## src/rtl/llsc_link_monitor.sv

```systemverilog
// Load-linked / store-conditional reservation monitor for the EX/MEM D-cache path.
// Holds one reservation, grants SC writes combinationally, registers the SC result.
module llsc_link_monitor #(
  parameter int unsigned DATA_WIDTH   = 32,
  parameter int unsigned GRANULE_BITS = 2,
  parameter int unsigned LINK_TIMEOUT = 1024,
  parameter int unsigned CNT_WIDTH    = 11
) (
  input  logic                  clk,
  input  logic                  rst,
  input  logic                  i_valid,
  input  logic                  i_is_sw,
  input  logic                  i_lladdr_wr,
  input  logic                  i_is_sc,
  input  logic [DATA_WIDTH-1:0] i_wr_reg_val,
  input  logic                  i_invalidate,
  output logic                  o_sc_pass,
  output logic                  o_sc_done,
  output logic [DATA_WIDTH-1:0] o_sc_rd_value,
  output logic                  o_link_valid,
  output logic [DATA_WIDTH-1:0] o_link_addr
);

  typedef enum logic [0:0] {StUnlinked, StLinked} state_e;

  localparam logic [DATA_WIDTH-1:0] GranMask =
      ~DATA_WIDTH'((64'd1 << GRANULE_BITS) - 64'd1);
  localparam bit                    TimeoutEn = (LINK_TIMEOUT != 0);
  localparam logic [CNT_WIDTH-1:0]  CntLast   = CNT_WIDTH'(TimeoutEn ? LINK_TIMEOUT - 1 : 0);
  localparam logic [CNT_WIDTH-1:0]  CntMax    = '1;

  state_e                state_q, state_d;
  logic [DATA_WIDTH-1:0] link_addr_q, link_addr_d;
  logic [CNT_WIDTH-1:0]  cnt_q, cnt_d;
  logic                  sc_done_q, sc_done_d;
  logic                  sc_res_q, sc_res_d;

  logic linked, match, sc_req, ll_req, sw_req, sc_pass;

  assign linked  = (state_q == StLinked);
  // link_addr_q is stored already masked, so only the request needs masking.
  assign match   = ((i_wr_reg_val & GranMask) == link_addr_q);
  assign sc_req  = i_valid & i_is_sc;
  assign ll_req  = i_valid & i_lladdr_wr;
  assign sw_req  = i_valid & i_is_sw;
  assign sc_pass = sc_req & linked & match & ~i_invalidate & ~rst;

  always_comb begin
    state_d     = state_q;
    link_addr_d = link_addr_q;
    cnt_d       = cnt_q;
    sc_done_d   = 1'b0;
    sc_res_d    = sc_res_q;
    if (i_invalidate) begin
      state_d = StUnlinked;
      cnt_d   = '0;
      if (sc_req) begin
        sc_done_d = 1'b1;
        sc_res_d  = 1'b0;
      end
    end else if (sc_req) begin
      state_d   = StUnlinked;
      cnt_d     = '0;
      sc_done_d = 1'b1;
      sc_res_d  = sc_pass;
    end else if (ll_req) begin
      state_d     = StLinked;
      link_addr_d = i_wr_reg_val & GranMask;
      cnt_d       = '0;
    end else if (sw_req) begin
      // A non-matching store neither breaks the link nor ages it.
      if (linked && match) begin
        state_d = StUnlinked;
        cnt_d   = '0;
      end
    end else if (linked) begin
      if (TimeoutEn && (cnt_q == CntLast)) begin
        state_d = StUnlinked;
        cnt_d   = '0;
      end else if (cnt_q != CntMax) begin
        cnt_d = cnt_q + 1'b1;
      end
    end
  end

  always_ff @(posedge clk) begin
    if (rst) begin
      state_q     <= StUnlinked;
      link_addr_q <= '0;
      cnt_q       <= '0;
      sc_done_q   <= 1'b0;
      sc_res_q    <= 1'b0;
    end else begin
      state_q     <= state_d;
      link_addr_q <= link_addr_d;
      cnt_q       <= cnt_d;
      sc_done_q   <= sc_done_d;
      sc_res_q    <= sc_res_d;
    end
  end

  assign o_sc_pass     = sc_pass;
  assign o_sc_done     = sc_done_q;
  assign o_sc_rd_value = {{(DATA_WIDTH-1){1'b0}}, sc_res_q};
  assign o_link_valid  = linked;
  assign o_link_addr   = link_addr_q;

endmodule

```

## config.mk

```make
export PLATFORM = sky130hd
export DESIGN_NAME = llsc_link_monitor
export DESIGN_NICKNAME = d
export VERILOG_FILES = /design/src/rtl/llsc_link_monitor.sv
export SDC_FILE = /design/constraint.sdc
export NUM_CORES = 1
export LEC_CHECK = 0
export ABC_AREA = 1
export BUFFER_PORTS_ARGS = -buffer_cell sky130_fd_sc_hd__buf_2
export CAP_MARGIN = 20
export CELL_PAD_IN_SITES_DETAIL_PLACEMENT = 0
export CELL_PAD_IN_SITES_GLOBAL_PLACEMENT = 2
export CORE_MARGIN = 10
export CORE_UTILIZATION = 27
export DETAILED_ROUTE_END_ITERATION = 8
export PLACE_DENSITY_LB_ADDON = 0.1
export SETUP_SLACK_MARGIN = 0.1
export SLEW_MARGIN = 20
export SYNTH_ARGS = -nofsm -noshare
export SYNTH_HDL_FRONTEND = slang
export SYNTH_SLANG_ARGS = --single-unit
```

## constraint.sdc

```tcl
create_clock -name clk -period 2.57 [get_ports clk]
set_input_delay 0.3855 -clock clk [delete_from_list [all_inputs] [get_ports clk]]
set_output_delay 0.3855 -clock clk [all_outputs]
set_load 0.02 [all_outputs]
```

Yosys cells after proc, flatten, opt, wreduce, memory -nomap -nowiden
Index checks and enable logic that the tools add are counted.

operators by class
  equal/unequal tests = 5
  reduce and logical (&&, ||, !) cells = 7
  add/subtract/negate cells = 1
  bitwise gates (word level) = 10
  mux-type cells = 14

operators by type and width
  kind                                                   count
  2-to-1 mux 11 bit                                      5
  == test 30 bit                                         1
  adder 11 x 1 -> 11 bit, second input constant          1
  == test 11 x 10 -> 1 bit, second input constant        1
  inequality test 11 bit, second input constant          1
  2-to-1 mux 1 bit                                       9
  AND 1 bit                                              7
  AND reduction 3 bit                                    2
  OR reduction 4 bit                                     1
  inequality test 3 x 2 -> 1 bit, second input constant  1
  inverter 1 bit                                         3
  nonzero test 3 bit                                     1
  OR reduction 3 bit                                     1
  inequality test 2 x 1 -> 1 bit, second input constant  1
  nonzero test 2 bit                                     1
  logical AND 1 bit                                      1

storage, ports and cells
  flip-flop bits (word level) = 44

Longest topological paths before layout
Gate-level depths: netlist of run 1.

  word-level depth = 7
  gate-level depth with buffers = 13

Worst setup path before layout of run 1
No wires, ideal clock.

  path type = register to output
  start point = register link_addr_q[26] (netlist: o_link_addr[26])
  end point = output port o_sc_pass
  setup slack = 934 ps
  data required time = 2,184 ps
  arrival time = 1,251 ps
  stages on the path, launching flop included = 11
  path buffers = 0
  cells stage by stage = dfxtp_1 > inv_1 > nand2_1 > nand2_1 > nor2_1 > nand3_1 > nor2_1 > nand2_1 > nor2_1 > nand3_1 > inv_1

between the ends
  cells in the longest elaborated chain, start to end = 4

RTL lines
  element                  RTL line  RTL
  from (decl)              33        logic [DATA_WIDTH-1:0] link_addr_q, link_addr_d;
  from (signal assigned)   95        link_addr_q <= link_addr_d;
  == test 30 bit           42        assign match = ((i_wr_reg_val & GranMask) == link_addr_q);
  AND 1 bit (3 in series)  46        assign sc_pass = sc_req & linked & match & ~i_invalidate & ~rst;
  to (decl)                17        output logic o_sc_pass,

Every way passes these cells.

Worst setup path in the final report of run 1
Ends and elaborated chain as after synthesis.

==> results_dict.tcl, run 1 <==
set metrics [dict create \
    grt_pass1_wl_mm 12.41 \
    instances_no_fill 587 \
    synth_cell_types 31 \
    crit_path_end "o_sc_pass" \
    startpoint_type "register" \
    core-area_sq_um 9639 \
    synthTopCellsByArea "dfxtp_1, nand2_1, buf_4" \
    path_cells "inv_1 > nand2_1 > nand2_1 > nor2_1 > nand3_1 > nor2_1 > nand2_1 > nor2_1 > nand3_1 > inv_1 > buf_2" \
    leakage_nw 1.369 \
    globalRouteMet1Util_pct 12.36 \
    die_area_sq_um 14120 \
    grt_busiest_layer "met2" \
    port_buffers 70 \
    syn_avg_cell_area_sq_um 6.812 \
    gr-total-overflow 0 \
    finalCriticalPeriod_ps 2178 \
    arrival_ps 1790 \
    p_sw_mw 0.4203 \
    crit_slowest_cell "dfxtp_1" \
    final.setup.worst_slack_ps 392.1 \
    pwr-share-comb_pct 15.9 \
    cts.clk_slew.worst_paths_ps 90 \
    worstReg2RegEnd "cnt_q[4]" \
    crit_family "simple AND/OR/NAND/NOR gates" \
    cts-hold-fix-buffers 0 \
    cts_resized 0 \
    ir_drop_uv 191.7 \
    insertedDiodeCount 0 \
    nets 493 \
    synth_most_common_cell "nand2_1" \
    wire_per_inst_um 12.68 \
    worstPathRequired_ps 2180 \
    hold_violations 0 \
    cts-root-buf "clkbuf_8" \
    die_w_um 118.8 \
    use_met3_pct 4.346 \
    std_cell_rows 36 \
    numClockSinks 44 \
    synth_edf_count 0 \
    swShare_pct 29.98 \
    ys.flop_type "dfxtp_1" \
    clk_latency_ps 300 \
    area_delta_synth_final_pct 16.80 \
    initial_utilization_pct 27.35 \
    path_depth 11 \
    placedCellCount 579 \
    antenna_found_initial 0 \
    use_met2_pct 17.39 \
    drtIter0Drc 75 \
    pre_cts_slack_ps 500.0 \
    critPathKind "register to primary output" \
    drc 0 \
    postRouteAntennaNets 0 \
    p_seq_share_pct 50.4 \
    synth_common_cells "nand2_1, dfxtp_1, nor2_1" \
    grt_pass1_vias 2485 \
    grt_util_all_layers_pct 10.49 \
    place_congestion 0.7669 \
    report.final.slew_viol_count 0 \
    fin_skew_ps 9.287 \
    synth_area_sq_um 2636 \
    routed_wl_mm 7.441 \
    cts_tree "done" \
    ys_seq_area_share_pct 33.41 \
    synthArstFlopShare_pct 0 \
    slowest_delay_ps 380 \
    num_vias 2352 \
    cp_max_fo 4 \
    synth_top_area_share_pct 33.41 \
    worst_pin_slew_ps 544.5 \
    drtPass1Iterations 4 \
    rsz0062_at_grt "false" \
    timing.rr.start "cnt_q[0]" \
    setup-violations-final 0 \
    hold_class "primary input to register" \
    yosys.area.top_type "dfxtp_1" \
    period_share_pct 84.74 \
    clockPowerShare_pct 33.7 \
    grt_max_degree 36 \
    cts_buffers 5 \
    ios 106 \
    critPathLaunch "o_link_addr[26]" \
    clockBufferDepth 2 \
    run_status "finished, final reports clean" \
    syn_inst 387 \
    p_per_area_nw_per_um2 455.3 \
    post-dp-hpwl_mm 5.669 \
    crit_buf_inv 3 \
    slew_headroom_pct 63.70 \
    ys_seq_elements 44 \
    setup_tns_ps 0 \
    max_freq_mhz 459.2 \
    yosysWarnings 0 \
    drive_above_1_share_pct 20.48 \
    cts_setup_buffers 0 \
    r2r_slack_ps 620 \
    htreeDepth 2 \
    vias_per_cell 4.007 \
    cap_viol_max_count 0 \
    internal_power_mw 0.9816 \
    die-height_um 118.8 \
    end_kind "primary output" \
    reg2reg_depth 9 \
]
cell families (layout without fill, tap and decap cells):
logic type	Yosys count	in the layout	synth area share (%)
buffers and inverters	82	117	16.99
other	1	33	0.1422
AND/OR/NAND/NOR	192	192	30.90
AO/OA/AOI/OAI	45	45	10.77
XOR/XNOR	22	22	7.309
flip-flops	44	44	33.41
adder cells (fa/ha/maj)	1	1	0.4745
worst min-delay path by stage:
stage | from | endpoint | slack, ps | cells past startpoint
global placement | sc_res_q | sc_res_q | 460 | 2
detailed placement | sc_res_q | sc_res_q | 460 | 2
finish | i_wr_reg_val[15] | o_link_addr[15] | 340 | 3
floorplan | sc_res_q | sc_res_q | 450 | 2
global route | i_wr_reg_val[15] | o_link_addr[15] | 340 | 3
CTS | i_wr_reg_val[15] | o_link_addr[15] | 330 | 3
state kept, by name, indices dropped and copies added (netlist names):
| name | cells |
|---|---|
| o_link_addr | 30 |
| cnt_q | 11 |
| o_link_valid | 1 |
| o_sc_done | 1 |
| sc_res_q | 1 |
per-layer routing:
layer | routed length, um | vias up
met5 | 0 | -
met4 | 34 | 0
met3 | 571 | 2
met2 | 3434 | 62
met1 | 3400 | 1013
li1 | - | 1275
worst register-to-register path, cell delays in order, from the launching register on:
cell and delay, ps:
dfxtp_1 460, ha_1 250, nand3_2 120, nor2_4 170, nand3_4 100, nor2_4 140
a31oi_4 230, nand2_4 210, nand2_1 70, a21oi_1 130
power groups by stage:
stage / Clock, mW / Sequential [mW] / Combinational [mW]
4_1_cts: 0.503 / 0.707 / 0.226
5_1_grt: 0.527 / 0.709 / 0.252
3_3_place_gp: 0 / 0.722 / 0.225
6_report: 0.473 / 0.706 / 0.223
3_5_place_dp: 0 / 0.723 / 0.225
2_1_floorplan: 0 / 0.738 / 0.171
layout by cell type (no fill, tap or decap), drive strengths merged:
| cell type | instances |
|---|---|
| a21oi | 32 |
| nor2 | 42 |
| xor2 | 6 |
| nor3 | 2 |
| nand2 | 123 |
| a211oi | 11 |
| clkinvlp | 1 |
| dfxtp | 44 |
| nor3b | 2 |
| ha | 1 |
| xnor2 | 16 |
| clkbuf | 7 |
| inv | 36 |
| buf | 72 |
| nand3 | 18 |
| conb | 33 |
| o211ai | 1 |
| clkinv | 1 |
| nand3b | 1 |
| or2 | 1 |
| nand4 | 3 |
| a31oi | 1 |
layout make-up:
class | count | area, sq um
clock buffers | 7 | 86.33
flip-flops and latches | 44 | 880.8
repair buffers | 72 | 365.4
clock inverters | 1 | 7.507
inverters | 37 | 138.9
multi-input cells | 293 | 1434
well taps | 133 | 166.4
fillers | 1122 | 6560
through the flow:
| stage | hold slack (ps) | cell area, sq um | total power, mW | util [%] |
|---|---|---|---|---|
| after floorplan | 445.2 | 2756 | 0.9084 | - |
| after global placement | 458.7 | 2985 | 0.9473 | 30.97 |
| after detailed placement | 458.9 | 2985 | 0.9477 | 30.97 |
| after CTS | 326.6 | 3079 | 1.435 | 31.94 |
| after global routing | 338.7 | 3079 | 1.488 | 31.94 |
| final | 343.2 | 3079 | 1.402 | 31.94 |
No activity file was read; power rests on OpenSTA's default activity.
==> run 2, diff against run 1 <==
ABC_AREA = 0   (was 1)
CORE_UTILIZATION = 22   (was 27)
clock period = 1.8 ns   (was 2.57 ns; I/O delays follow)
==> results_dict.tcl, run 2 <==
set metrics [dict create \
    synth_edf_count 0 \
    nFillCells 1183 \
    grt_pass1_wl_mm 12.52 \
    power_mw 1.926 \
    pre_cts_slack_ps -371.4 \
    clk_latency_ps 290 \
    synth_common_cells "nand2_1, dfxtp_1, a21oi_1" \
    report.final.slew_viol_count 0 \
    num_vias 2276 \
    hold_violations 0 \
    ys_seq_elements 44 \
    drc 0 \
    synth_most_common_cell "nand2_1" \
    drtPass1Iterations 4 \
    grt_pass1_vias 2468 \
    synth_cell_types 28 \
    multi_input_area_sq_um 1366 \
    routed_wl_mm 7.880 \
    grt_max_degree 33 \
    violations "setup timing" \
    ff_latch_area_sq_um 943.4 \
    cts-root-buf "clkbuf_8" \
    layout_commonest_cell "nand2_1" \
    drive_above_1_share_pct 41.77 \
    core-area_sq_um 10370 \
    largest_register_ffs 30 \
    worstPathRequired_ps 1530 \
    post-dp-hpwl_mm 6.063 \
    antenna_found_initial 1 \
    max_freq_mhz 457.0 \
    place_area_sq_um 3181 \
    cts_tree "done" \
    area_delta_synth_final_pct 43.00 \
    clockBufferDepth 2 \
    gr-total-overflow 0 \
    drtIter0Drc 56 \
    finalCriticalPeriod_ps 2188 \
    p_per_area_nw_per_um2 575.0 \
    arrival_ps 1920 \
    ir_drop_uv 241.7 \
    cts.clk_slew.worst_paths_ps 90 \
    nets 459 \
    wire_per_inst_um 14.20 \
    vias_per_cell 4.101 \
    hold_ws_ps 214.9 \
    setup-violations-final 13 \
    rsz0062_at_grt "true" \
    critPathKind "register to primary output" \
    syn_inst 301 \
    cts_buffers 5 \
    placedCellCount 547 \
    htreeDepth 2 \
    std_cell_rows 37 \
    leakage_nw 1.416 \
    cap_viol_max_count 0 \
    place_congestion 0.7536 \
    die_area_sq_um 15170 \
    hold_class "primary input to register" \
    instances_no_fill 555 \
    postRouteAntennaNets 0 \
    run_status "finished, violations left" \
    synth_top_area_share_pct 37.61 \
    syn_avg_cell_area_sq_um 7.782 \
    ys.flop_type "dfxtp_1" \
    grt_util_all_layers_pct 10.37 \
    yosys.area.top_type "dfxtp_1" \
    worst_pin_slew_ps 546.7 \
    final.setup.worst_slack_ps -388.0 \
    cp_max_fo 2 \
    synthTopCellsByArea "dfxtp_1, nand2_1, xnor2_1" \
    die-height_um 123.2 \
    insertedDiodeCount 0 \
    final_cell_mix "nand2_1, buf_2, buf_4, a21oi_1, conb_1" \
    end_kind "primary output" \
    yosysWarnings 0 \
    numClockSinks 44 \
    fin_skew_ps 7.531 \
    startpoint_type "register" \
    period_share_pct 121.6 \
    die_w_um 123.2 \
    synthArstFlopShare_pct 0 \
    slew_headroom_pct 63.56 \
    ios 106 \
    final_design_area_no_fill_sq_um 3349 \
    cts-hold-fix-buffers 0 \
    synth_area_sq_um 2342 \
    port_buffers 70 \
    ys_seq_area_share_pct 37.61 \
    initial_utilization_pct 22.59 \
]
[run 2: power breakdown]
group	switching [mW]	internal [mW]	total, mW
combinational	0.217	0.126	0.343
sequential	0.0109	0.978	0.989
clock	0.337	0.257	0.594
total	0.564	1.36	1.93
[run 2: layout make-up]
cell class	count	share of cell area (%)
clock inverter	2	0.2241
clock buffer	5	2.055
multi-input combinational	240	40.79
sequential	44	28.17
tap	136	5.080
timing repair buffer	123	23.12
inverter	5	0.5603
[run 2: critical path: stages (launching register included)]
cell	delay, ps
dfxtp_4	360
xnor2_2	170
nand4_1	190
nor4_4	400
nand3_2	170
nor4_4	160
buf_4	180
[run 2: what timing repair did]
| item | in CTS | in global routing |
|---|---|---|
| endpoints found under the setup margin | 14 | 14 |
| gates cloned | 0 | 0 |
| pin swaps | 22 | 5 |
| setup buffers | 1 | 0 |
| gates resized for setup | 17 | 4 |
[run 2: final timing paths]
path / from / endpoint / slack, ps / cells after the start
worst min register to register: sc_res_q / sc_res_q / 470 / 2
worst max register to register: o_link_addr[25] / cnt_q[8] / -130 / 7
worst min-delay path: i_wr_reg_val[30] / o_link_addr[30] / 210 / 3
worst max-delay path: o_link_addr[25] / o_sc_pass / -390 / 6
[run 2: cell families after synthesis]
family	count (synthesis)	share of synthesized area [%]
compound gates	60	14.05
xor+xnor	30	11.22
fa+ha+maj	1	0.5341
buf+inv	49	13.30
flops	44	37.61
other cells	1	0.1601
simple gates	116	23.13
[run 2: per-stage QoR]
step | utilization, % | TNS [ps]
5_1_grt | 32.30 | -2351
6_report | 32.30 | -976.7
3_3_place_gp | 30.67 | -2929
2_1_floorplan | - | -21.46
3_5_place_dp | 30.67 | -3058
4_1_cts | 32.05 | -1085
[run 2: per-layer routing]
metal	track usage [%]	vias to the layer above	wire length, um
li1	-	1176	-
met1	11.12	1038	3163
met2	18.51	53	4011
met3	4.376	7	638
met4	2.402	2	55
met5	0	-	12
